--- src/rtl/sequential_cla_subtract_if.sv ---
// Operand/result handshake bundle for the digit-serial subtractor.
// The master side presents operands and consumes results; the slave side is the subtractor.
interface sequential_cla_subtract_if #(
    parameter int N = 32
);
    logic         in_valid;
    logic         in_ready;
    logic [N-1:0] a;
    logic [N-1:0] b;
    logic         bi;
    logic         out_valid;
    logic         out_ready;
    logic [N-1:0] d;
    logic         bo;
    logic         ov;
    logic         z;

    modport master (
        output in_valid, a, b, bi, out_ready,
        input  in_ready, out_valid, d, bo, ov, z
    );

    modport slave (
        input  in_valid, a, b, bi, out_ready,
        output in_ready, out_valid, d, bo, ov, z
    );
endinterface

--- src/rtl/sequential_cla_subtract.sv ---
// Digit-serial subtractor: d = a - b - bi computed as a + ~b + ~bi, one K-bit
// carry-lookahead digit per cycle, least-significant digit first.
module sequential_cla_subtract #(
    parameter int N = 32,
    parameter int K = 8
) (
    input  logic                        clk,
    input  logic                        rst_n,
    sequential_cla_subtract_if.slave    bus
);
    localparam int DIGITS = (K >= 1) ? N / K : 1;
    localparam int CW     = (DIGITS > 1) ? $clog2(DIGITS) : 1;
    localparam logic [CW-1:0] LAST = CW'(DIGITS - 1);

    localparam logic [1:0] IDLE = 2'd0;
    localparam logic [1:0] RUN  = 2'd1;
    localparam logic [1:0] DONE = 2'd2;

    generate
        if (K < 1 || K > N || (N % K) != 0) begin : g_bad_params
            $fatal(1, "sequential_cla_subtract: K must divide N and satisfy 1 <= K <= N");
        end
    endgenerate

    // K-bit carry-lookahead slice: every carry is a flat sum of generate/propagate
    // products rather than a ripple chain. Returns {carry_out, sum}.
    function automatic logic [K:0] cla_slice(input logic [K-1:0] x,
                                             input logic [K-1:0] y,
                                             input logic         cin);
        logic [K-1:0] g;
        logic [K-1:0] p;
        logic [K:0]   c;
        logic         term;
        g    = x & y;
        p    = x ^ y;
        c    = '0;
        c[0] = cin;
        for (int i = 0; i < K; i++) begin
            term = cin;
            for (int m = 0; m <= i; m++) term = term & p[m];
            c[i+1] = term;
            for (int j = 0; j <= i; j++) begin
                term = g[j];
                for (int m = j + 1; m <= i; m++) term = term & p[m];
                c[i+1] = c[i+1] | term;
            end
        end
        return {c[K], p ^ c[K-1:0]};
    endfunction

    logic [1:0]    state;
    logic [CW-1:0] cnt;
    logic          carry;
    logic [N-1:0]  a_reg;
    logic [N-1:0]  nb_reg;
    logic [N-1:0]  d_reg;
    logic          bo_reg;
    logic          ov_reg;
    logic          z_reg;

    int            base;
    logic [K:0]    slice;
    logic [N-1:0]  d_next;
    logic          last_ov;

    // Current digit through the CLA slice, and the difference as it will look once it lands.
    always_comb begin
        base    = int'(cnt) * K;
        slice   = cla_slice(a_reg[base +: K], nb_reg[base +: K], carry);
        d_next  = d_reg;
        d_next[base +: K] = slice[K-1:0];
        // nb_reg holds ~b, so operand signs differ when the two stored MSBs are equal.
        last_ov = (a_reg[N-1] == nb_reg[N-1]) && (d_next[N-1] != a_reg[N-1]);
    end

    // Operand capture at accept; later changes on the bus are ignored.
    always_ff @(posedge clk) begin
        if (state == IDLE && bus.in_valid) begin
            a_reg  <= bus.a;
            nb_reg <= ~bus.b;
        end
    end

    // Control FSM, digit counter, carry chain and result/flag registers.
    always_ff @(posedge clk) begin
        if (!rst_n) begin
            state  <= IDLE;
            cnt    <= '0;
            carry  <= 1'b0;
            d_reg  <= '0;
            bo_reg <= 1'b0;
            ov_reg <= 1'b0;
            z_reg  <= 1'b0;
        end else begin
            case (state)
                IDLE: begin
                    if (bus.in_valid) begin
                        carry <= ~bus.bi;
                        cnt   <= '0;
                        state <= RUN;
                    end
                end
                RUN: begin
                    d_reg <= d_next;
                    carry <= slice[K];
                    if (cnt == LAST) begin
                        state  <= DONE;
                        bo_reg <= ~slice[K];
                        ov_reg <= last_ov;
                        z_reg  <= (d_next == '0);
                    end else begin
                        cnt <= cnt + 1'b1;
                    end
                end
                DONE: begin
                    if (bus.out_ready) state <= IDLE;
                end
                default: state <= IDLE;
            endcase
        end
    end

    assign bus.in_ready  = (state == IDLE);
    assign bus.out_valid = (state == DONE);
    assign bus.d         = d_reg;
    assign bus.bo        = bo_reg;
    assign bus.ov        = ov_reg;
    assign bus.z         = z_reg;
endmodule

--- src/flat_wrapper.sv ---
// flat-port wrapper written by rule: the top's interface ports become plain ports
module sequential_cla_subtract_flat 
#(
    parameter int N = 32,
    parameter int K = 8
)
  (clk, rst_n, bus_in_valid, bus_a, bus_b, bus_bi, bus_out_ready, bus_in_ready, bus_out_valid, bus_d, bus_bo, bus_ov, bus_z);
  sequential_cla_subtract_if #(.N(N)) bus_i ();
  input  logic clk;
  input  logic rst_n;
  input wire logic [$bits(bus_i.in_valid)-1:0] bus_in_valid;
  input wire logic [$bits(bus_i.a)-1:0] bus_a;
  input wire logic [$bits(bus_i.b)-1:0] bus_b;
  input wire logic [$bits(bus_i.bi)-1:0] bus_bi;
  input wire logic [$bits(bus_i.out_ready)-1:0] bus_out_ready;
  output wire logic [$bits(bus_i.in_ready)-1:0] bus_in_ready;
  output wire logic [$bits(bus_i.out_valid)-1:0] bus_out_valid;
  output wire logic [$bits(bus_i.d)-1:0] bus_d;
  output wire logic [$bits(bus_i.bo)-1:0] bus_bo;
  output wire logic [$bits(bus_i.ov)-1:0] bus_ov;
  output wire logic [$bits(bus_i.z)-1:0] bus_z;
  assign bus_i.in_valid = bus_in_valid;
  assign bus_i.a = bus_a;
  assign bus_i.b = bus_b;
  assign bus_i.bi = bus_bi;
  assign bus_i.out_ready = bus_out_ready;
  assign bus_in_ready = bus_i.in_ready;
  assign bus_out_valid = bus_i.out_valid;
  assign bus_d = bus_i.d;
  assign bus_bo = bus_i.bo;
  assign bus_ov = bus_i.ov;
  assign bus_z = bus_i.z;
  sequential_cla_subtract #(.N(N), .K(K)) u_core (.clk(clk), .rst_n(rst_n), .bus(bus_i));
endmodule
--- config.mk ---
export PLATFORM = sky130hd
export DESIGN_NAME = sequential_cla_subtract_flat
export DESIGN_NICKNAME = d
export VERILOG_FILES = /design/src/rtl/sequential_cla_subtract_if.sv /design/src/rtl/sequential_cla_subtract.sv /design/src/flat_wrapper.sv
export SDC_FILE = /design/constraint.sdc
export NUM_CORES = 1
export LEC_CHECK = 0
export ABC_AREA = 1
export BUFFER_PORTS_ARGS = -buffer_cell sky130_fd_sc_hd__buf_2
export CAP_MARGIN = 20
export CORE_MARGIN = 2
export CORE_UTILIZATION = 60
export CTS_BUF_LIST = sky130_fd_sc_hd__clkbuf_2
export DETAILED_ROUTE_END_ITERATION = 8
export PLACE_DENSITY = 0.86
export SLEW_MARGIN = 20
export SYNTH_ARGS = -nofsm -noshare
export SYNTH_HDL_FRONTEND = slang
export SYNTH_SLANG_ARGS = --single-unit
--- constraint.sdc ---
create_clock -name clk -period 6.15 [get_ports clk]
set_input_delay 0.3075 -clock clk [delete_from_list [all_inputs] [get_ports clk]]
set_output_delay 0.3075 -clock clk [all_outputs]
set_load 0.01 [all_outputs]
==> out/results.ini <==
[worst_setup_path]
critPathArrivalTime_ns = 4.48
timing.critical_path.mode_cell = nand2_1
cp_slowest_cell = dfxtp_1
cp_max_fo = 20
crit_type = reg2reg
cp-start-kind = flip-flop
worstPathRequired_ns = 6.68
end_kind = flip-flop
r2r_setup_slack_ns = 2.19
critPathMaxStageDelay_ns = 0.88
crit_chain = inv_1 > o21ai_0 > o22ai_1 > ha_1 > ha_1 > nand2_1 > nand2_1 > nand2_1 > nand2_1 > nand2_2 > nand2_2 > nand2_4 > nand2_4 > nand2_2 > nand2_2 > nand3_2 > nor2_2 > nand2_1 > nand2_1 > nor2_1 > nand3_1 > a21oi_2

[timing]
rsz0062_at_grt = false
max_freq_mhz = 253
hold_viol = 0
finalSetupTns_ns = 0
layout_min_cycle_time_ns = 3.96
holdWs_ns = 0.0411
slew_violations = 0
setup_violations = 0
tightest_slew_ns = 1.00
slew_headroom_pct = 32.6
finClkSkew_ns = 0.0630
period_share_pct = 64.3

[detailed_routing]
wl_per_cell_um = 17.5
wl_mm = 15.1
drcViolationCount = 0
vias = 4907
drtAntennaViolNets = 0
dr.pass1.iters = 6
viasPerCell = 5.69
drtIter0Drc = 561

[clock_network]
cts_setup_buffers = 0
clock_sinks = 104
htreeDepth = 3
clock_latency_ns = 0.63
cts_buffers = 9
clk_pin_slew_ns = 0.32
clk_root_buffer_cell = clkbuf_2
post_cts_resized = 0
cts_tree = built
clock_path_buffers = 2

[global_route]
grt_pass1_wl_mm = 23.3
grt_pass1_vias = 4712
track_usage_pct = 33.8
met2_usage_pct = 58.3
antenna_found_initial = 0
use_met3_pct = 5.95
grt_remaining_overflow = 0
grt_max_degree = 66
gr-usage-met1_pct = 41.3
gr-max-usage-layer = met2

[synthesis]
synthDistinctLibCells = 39
syn_nets = 672
yosys_warnings = 0
netlist_area_mm2 = 0.00509
ys_seq_area_share_pct = 53.5
syn_area_per_cell_um2 = 8.67
ys_ff_latch = 104
synthCells = 587

[cells_and_area]
fillers = 501
nets = 837
area_delta_synth_final_pct = 26.9
drive_gt1_share_pct = 20.7
n_antenna_cell = 0

[power_and_ir_drop]
leakage_nw = 3.14
powerDensity_mw_per_mm2 = 259
irDropWorstVdd_uv = 164

[floorplanning]
initial_core_util_pct = 61.9
dieArea_mm2 = 0.00923
die_height_um = 96.1
num_io_pins = 106
die_x_um = 96.1
coreArea_mm2 = 0.00822
rows = 33

[placement]
place.gp.congestion = 0.949
io_buffers = 105
dp_hpwl_mm = 8.29

[hold_path]
hold_class = in2reg

[run_status]
outcome = finished, final reports clean

[flow_run]
max-cap-violations = 0

## report_power, final
part / leakage, nW / total [W] / switching (W) / internal (W)
Combinational: 2.12 / 0.000514 / 0.000327 / 0.000187
Sequential: 0.941 / 0.000830 / 0.0000317 / 0.000799
Clock: 0.0709 / 0.000326 / 0.000259 / 0.0000668
Total: 3.14 / 0.00167 / 0.000618 / 0.00105
## worst paths after layout
| path | from | to | cells past startpoint |
|---|---|---|---|
| max | u_core.cnt[1] | u_core.bus.z | 22 |
| min reg2reg | u_core.bus.z | u_core.bus.z | 2 |
| min | bus_in_valid | u_core.carry | 4 |
| max reg2reg | u_core.cnt[1] | u_core.bus.z | 22 |
## repair_timing
| item | 4_1_cts | 5_1_grt |
|---|---|---|
| endpoints found under the setup margin | 0 | 0 |
| hold buffers | 66 | 0 |
| endpoints found under the hold margin | 66 | 0 |
## worst max-delay path, delay by kind of cell, from the launching register on
family	cells	cell delay, ns
flops	1	0.88
compound gates	3	0.49
fa+ha+maj	2	0.52
buf+inv	1	0.52
simple gates	16	1.44
## through the flow
step / util (%) / setup WS (ns) / area, µm² / std cells / power, W
finish: 78.6 / 2.19 / 6460 / 862 / 0.00167
floorplan: - / 3.04 / 5090 / 587 / 0.00116
global placement: 69.1 / 2.61 / 5670 / 779 / 0.00127
CTS: 78.4 / 2.27 / 6440 / 861 / 0.00163
global route: 78.6 / 2.00 / 6460 / 862 / 0.00175
detailed placement: 69.1 / 2.35 / 5670 / 779 / 0.00129
## per-layer routing
| layer | share of wire (%) | up-vias |
|---|---|---|
| met5 | 0 | - |
| met4 | 4.4 | 0 |
| met3 | 9.4 | 70 |
| met2 | 49 | 341 |
| met1 | 37 | 2237 |
| li1 | - | 2259 |
## layout by cell type (no fill, tap or decap), types with 2 or more instances in the layout
cell type / count
inv_1: 107
buf_2: 105
nand2_1: 75
nor2_1: 74
dlygate4sd3_1: 66
edfxtp_1: 64
o21ai_0: 58
dfxtp_1: 40
nand3_1: 21
o22ai_1: 20
a21oi_1: 20
ha_1: 15
nand4_1: 12
o211ai_1: 12
nand2_2: 10
clkbuf_2: 10
inv_2: 8
clkinv_1: 3
nor2_2: 3
nand2_4: 2
a211oi_1: 2
o21ai_1: 2
or2_2: 2
nand3_2: 2
o21a_1: 2
nor3_1: 2
clkinv_4: 2
inv_8: 2
inv_6: 2
buf_4: 2
## logic make-up after synthesis
logic type	share of synthesized area, %
compound gates	13.6
fa+ha+maj	4.08
buf+inv	10.4
flops	53.5
simple gates	18.5
## area by class of cell
cell class	count	area, µm²	area share, %
tap	105	131	2.03
sequential	104	2720	42.2
clock inverter	6	57.6	0.891
clock buffer	10	50.0	0.775
timing repair buffer	174	1220	18.8
inverter	118	443	6.86
multi-input combinational	345	1840	28.4
## synth_stat cells, drive strengths merged
master,instances,share of area (%)
inv,115,8.5
nand2,87,7.2
nor2,77,5.8
edfxtp,64,38
o21ai,61,6.1
dfxtp,40,16
nand3,24,2.8
a21oi,21,2.1
o22ai,20,2.5
clkbuf,15,1.2
ha,15,3.7
nand4,13,1.7
o211ai,13,2.0
buf,5,0.49
clkinv,3,0.22
nor3,3,0.39
a211oi,2,0.30
o21a,2,0.30
or2,2,0.25
a21boi,1,0.15
a31oi,1,0.12
and2,1,0.12
fa,1,0.39
nand3b,1,0.15
Power figures use the tool's default switching activity.
